## src/rtl/dispatch_queue.sv

```systemverilog
`default_nettype none
// ============================================================================
// Module      : dispatch_queue
// Description : In-order FIFO between decode and one reservation station.
//               Absorbs decoded words while the station stalls, presents the
//               oldest one per cycle, back-pressures decode when full, and
//               supports a synchronous flush. Outputs come from flops only.
// Revision    : 1.0 - initial release
// ============================================================================
module dispatch_queue #(
    parameter int queueWidth       = 302,
    parameter int depth            = 8,
    parameter int depthBits        = 3,
    parameter int RStationInstance = 0
) (
    input  logic                  clock_i,
    input  logic                  reset_i,
    input  logic                  flush_i,
    input  logic                  enable_i,
    input  logic [queueWidth-1:0] instruction_i,
    output logic                  stall_o,
    output logic                  enable_o,
    output logic [queueWidth-1:0] instruction_o,
    input  logic                  stall_i,
    output logic [depthBits:0]    count_o,
    output logic                  overflow_o
);

    localparam logic [depthBits:0] c_depth = (depthBits + 1)'(depth);

    logic [queueWidth-1:0] mem_q [depth];
    logic [queueWidth-1:0] mem_d [depth];
    logic [depthBits-1:0]  head_q, head_d;
    logic [depthBits-1:0]  tail_q, tail_d;
    logic [depthBits:0]    count_q, count_d;
    logic                  overflow_q, overflow_d;

    logic w_full;
    logic w_not_empty;
    logic w_push;
    logic w_pop;

    // Marker block that only elaborates for an inconsistent parameter set
    // (depth not 2**depthBits, depth below 2, or station index out of 0-7).
    if ((1 << depthBits) != depth || depth < 2 ||
        RStationInstance < 0 || RStationInstance > 7) begin : g_bad_params
    end

    // Handshake decode uses registered occupancy only, so a push offered
    // while full is dropped even if a pop frees a slot in the same cycle.
    assign w_full      = (count_q == c_depth);
    assign w_not_empty = (count_q != '0);
    assign w_push      = enable_i && !w_full;
    assign w_pop       = w_not_empty && !stall_i;

    // Next-state for pointers, occupancy and the sticky overflow flag;
    // flush wins over push and pop but leaves overflow untouched.
    always_comb begin
        head_d     = head_q;
        tail_d     = tail_q;
        count_d    = count_q;
        overflow_d = overflow_q;
        if (flush_i) begin
            head_d  = '0;
            tail_d  = '0;
            count_d = '0;
        end else begin
            if (w_push) begin
                tail_d = tail_q + 1'b1;
            end
            if (w_pop) begin
                head_d = head_q + 1'b1;
            end
            if (w_push && !w_pop) begin
                count_d = count_q + 1'b1;
            end else if (!w_push && w_pop) begin
                count_d = count_q - 1'b1;
            end
            if (enable_i && w_full) begin
                overflow_d = 1'b1;
            end
        end
    end

    // Storage write: the accepted word lands in the slot under the tail.
    always_comb begin
        mem_d = mem_q;
        if (!flush_i && w_push) begin
            mem_d[tail_q] = instruction_i;
        end
    end

    // Storage array carries no reset; stale words are masked by count.
    always_ff @(posedge clock_i) begin
        mem_q <= mem_d;
    end

    // Control state with asynchronous reset.
    always_ff @(posedge clock_i or posedge reset_i) begin
        if (reset_i) begin
            head_q     <= '0;
            tail_q     <= '0;
            count_q    <= '0;
            overflow_q <= 1'b0;
        end else begin
            head_q     <= head_d;
            tail_q     <= tail_d;
            count_q    <= count_d;
            overflow_q <= overflow_d;
        end
    end

    assign enable_o      = w_not_empty;
    assign stall_o       = w_full;
    assign count_o       = count_q;
    assign overflow_o    = overflow_q;
    assign instruction_o = w_not_empty ? mem_q[head_q] : '0;

endmodule
`default_nettype wire

```

## config.mk

```make
export PLATFORM = sky130hd
export DESIGN_NAME = dispatch_queue
export DESIGN_NICKNAME = d
export VERILOG_FILES = /design/src/rtl/dispatch_queue.sv
export SDC_FILE = /design/constraint.sdc
export NUM_CORES = 2
export LEC_CHECK = 0
export ABC_AREA = 1
export BUFFER_PORTS_ARGS = -buffer_cell sky130_fd_sc_hd__buf_2
export CAP_MARGIN = 25
export CORE_ASPECT_RATIO = 1.2
export CORE_UTILIZATION = 40
export DETAILED_ROUTE_END_ITERATION = 12
export GPL_TIMING_DRIVEN = 0
export HOLD_SLACK_MARGIN = 0.1
export PLACE_DENSITY = 0.62
export SYNTH_ARGS = -nofsm -noshare
export SYNTH_HDL_FRONTEND = slang
export SYNTH_SLANG_ARGS = --single-unit
```

## constraint.sdc

```tcl
create_clock -name clock_i -period 17.9 [get_ports clock_i]
set_input_delay 0.895 -clock clock_i [delete_from_list [all_inputs] [get_ports clock_i]]
set_output_delay 0.895 -clock clock_i [all_outputs]
set_load 0.02 [all_outputs]
```

==> run metrics <==
status=completed; crit path launch type=register; synthesized cell area=94,600 µm²; pre-CTS WS=13.28 ns; maximum VDD drop=0.0992 mV; Worst-path clk slew=around 0.07 ns; Achievable Freq=~180 MHz; final hold vios=0; DR WL met2=136 mm; CP arrival=4.56 ns; CTS tree=done; chip height=roughly 530 µm; Via Count=61,700; crit path buf inv count=6; Yosys top cell area share=0.767; Root Driver=clkbuf_16; Area growth syn-to-layout=18.5%; DRT Wirelength=287 mm; # port buffers=615; # rows=195; Critical Path Most Common Cell=buf_2; WL/cell=25.4 µm; setup TNS=0 ns; Clock Path Buffers=4; # nets final=about 8,200; Synth Flop Type=edfxtp_1; WL met1=111 mm; final core utilization=0.477; RSZ-0062 raised after global routing=no; Async SR Flop Fraction=0.00453; count of different cell masters after synthesis=24; worst stage delay on the critical path=between 0.5 and 0.6 ns; largest net degree at the start of global routing=30; Static Leakage=37.4 nW; global route overflow=0; Ys Warns=0; Synth Instances=between 6,000 and 7,000; Slew HR=0.337; max-cap violations=0; IO Pins=616; final antenna-violating net count=0; clk_lat worst skew=a little over 0.9 ns; fill count=around 20,000; Cell Chain, Critical Path=inv_2, buf_4, buf_2, buf_2, buf_2, nor2_1, o22ai_1, nor2_1, nor2_1, buf_2; CP endpoint kind=primary output; Max Clock Skew=about 0.056 ns; core area=235,000 µm²; sequential share of the synthesized area=0.770; H-tree Lvls=4; Remaining DRCs=0; Min Clock Period, post-route=5.46 ns; Synth area leader=edfxtp_1; Crit Path Class=reg2out; worst slew pin tran=0.991 ns; Largest delay share family, worst path=buffers and inverters; Initial Util=0.402; share of layout cells above drive strength 1=0.151; full die area=239,000 µm²; syn_area_per_cell=roughly 14 µm²; PostCTS Resize Cnt=0; vias per cell=5.47; syn_nets=roughly 7,200; slowest CP cell=buf_2; synthesized flop and latch total=2,427; number of global-route vias before repair=59,900; total CTS buffers=239; Max Slew Vio Count=0; first-pass GRT wire length=409 mm; P per Cell Area=148 nW/µm²; First-pass DRT Iterations=6; final setup vio count=0; Synth area leaders=edfxtp_1, nor2_1, o21ai_0, mux2i_1, o22ai_1; CP Max Fanout=10; Worst Hold Class=in2reg; Initial DRC Count=6,124; GRT Total Usage=0.233; met3 wire length=28.3 mm; Top Metal Used=met5; initial antenna violation count=121; Die Width=446 µm; DPL Wire Length=approximately 190 mm; post-route worst setup slack=approximately 12 ns; Post-synth EDFFs=2,416; Clock Sinks=2,427; CP required=17.01 ns; gpl congestion=0.816; fin crit share=0.305; # Post-CTS Setup Buffers=0
[cells in the final DEF (no fill, tap or decap), drive strengths merged, types with 7 or more instances in the layout]
cell,count
a21oi,7
buf,906
bufinv,26
clkbuf,592
clkinv,100
dfrtp,11
diode,58
edfxtp,2416
inv,25
mux2i,302
nand2,27
nand3,8
nor2,1825
o21ai,1515
o22ai,302
[layer usage]
| layer | vias up | global-route usage |
|---|---|---|
| met5 | - | 0 |
| met2 | 2805 | 0.380 |
| li1 | 27500 | - |
| met3 | 577 | 0.0638 |
| met4 | 96 | 0.0873 |
| met1 | 30700 | 0.296 |
[stage by stage]
| step | total power (W) | hold slack, ns | instances | area (µm²) |
|---|---|---|---|---|
| after floorplan | 0.00951 | 0.549 | 6907 | 94600 |
| after global placement | 0.0118 | 0.449 | 10700 | 102000 |
| after detailed placement | 0.0117 | 0.466 | 10800 | 104000 |
| after CTS | 0.0167 | 0.183 | 11200 | 112000 |
| after global routing | 0.0173 | 0.206 | 11300 | 112000 |
| final | 0.0166 | 0.239 | 11300 | 112000 |
[path summary, 6_finish.rpt]
kind / slack, ns / cells past startpoint / to / start
max: 12.44 / 10 / instruction_o[259] / head_q[0]$_DFFE_PP0P_
min: 0.24 / 1 / mem_q[64]$_DFFE_PP_ / instruction_i[64]
max reg2reg: 14.29 / 12 / mem_q[422]$_DFFE_PP_ / count_o[3]$_DFFE_PP0P_
min reg2reg: 0.49 / 1 / overflow_o$_DFFE_PP0P_ / overflow_o$_DFFE_PP0P_
max in group asynchronous: 16.93 / 3 / head_q[2]$_DFFE_PP0P_ / reset_i
min in group asynchronous: 0.64 / 3 / tail_q[1]$_DFFE_PP0P_ / reset_i
[power breakdown]
part	switching [W]	internal [W]	total (W)	leakage, nW
logic	0.00379	0.00138	0.00517	11.8
registers	0.0000368	0.00642	0.00645	22.0
clock network	0.00215	0.00283	0.00498	3.73
[what timing repair did]
| item | in CTS | in global routing |
|---|---|---|
| setup endpoints to repair | 0 | 0 |
| hold endpoints to repair | 11 | 0 |
| hold buffers | 1 | 0 |
[cell families (layout without fill, tap and decap cells)]
family,Yosys count,in the layout,share of synthesized area
other,0,58,0
muxes,302,302,0.0319
adders and majority gates,5,5,0.000741
and+or+nand+nor,1860,1860,0.0739
DFF,2427,2427,0.770
xor gates and xnor gates,1,1,0.0000926
buffers and inverters,484,1656,0.0229
AOI/OAI and AO/OA,1828,1828,0.101
[cell type report]
type / instances / area [µm²] / area share
antenna: 58 / 145 / 0.00129
buffer: 468 / 2110 / 0.0188
clock buffer: 288 / 6160 / 0.0550
clock inverter: 141 / 1480 / 0.0132
inverter: 16 / 60.1 / 0.000536
multi-input combinational: 3996 / 19700 / 0.176
sequential: 2427 / 72800 / 0.649
tap: 3152 / 3940 / 0.0352
timing repair buffer: 743 / 5730 / 0.0511
[flip-flops by register name, indices dropped and copies added (netlist names)]
name        flops
mem_q        2416
count_o         4
head_q          3
tail_q          3
overflow_o      1
[worst reg2reg max path: cells and delay by family (launching register included)]
kind / cells / cell delay (ns)
buffers and inverters: 6 / 1.30
DFF: 1 / 0.43
and+or+nand+nor: 6 / 1.51
[Yosys cell counts (14+ instances only)]
library cell / instances
edfxtp_1: 2416
nor2_1: 1825
o21ai_0: 1356
clkbuf_1: 304
mux2i_1: 302
o22ai_1: 302
o21ai_1: 159
buf_2: 90
buf_1: 36
nand2_1: 27
buf_4: 25
inv_1: 14
Power figures use the tool's default switching activity.
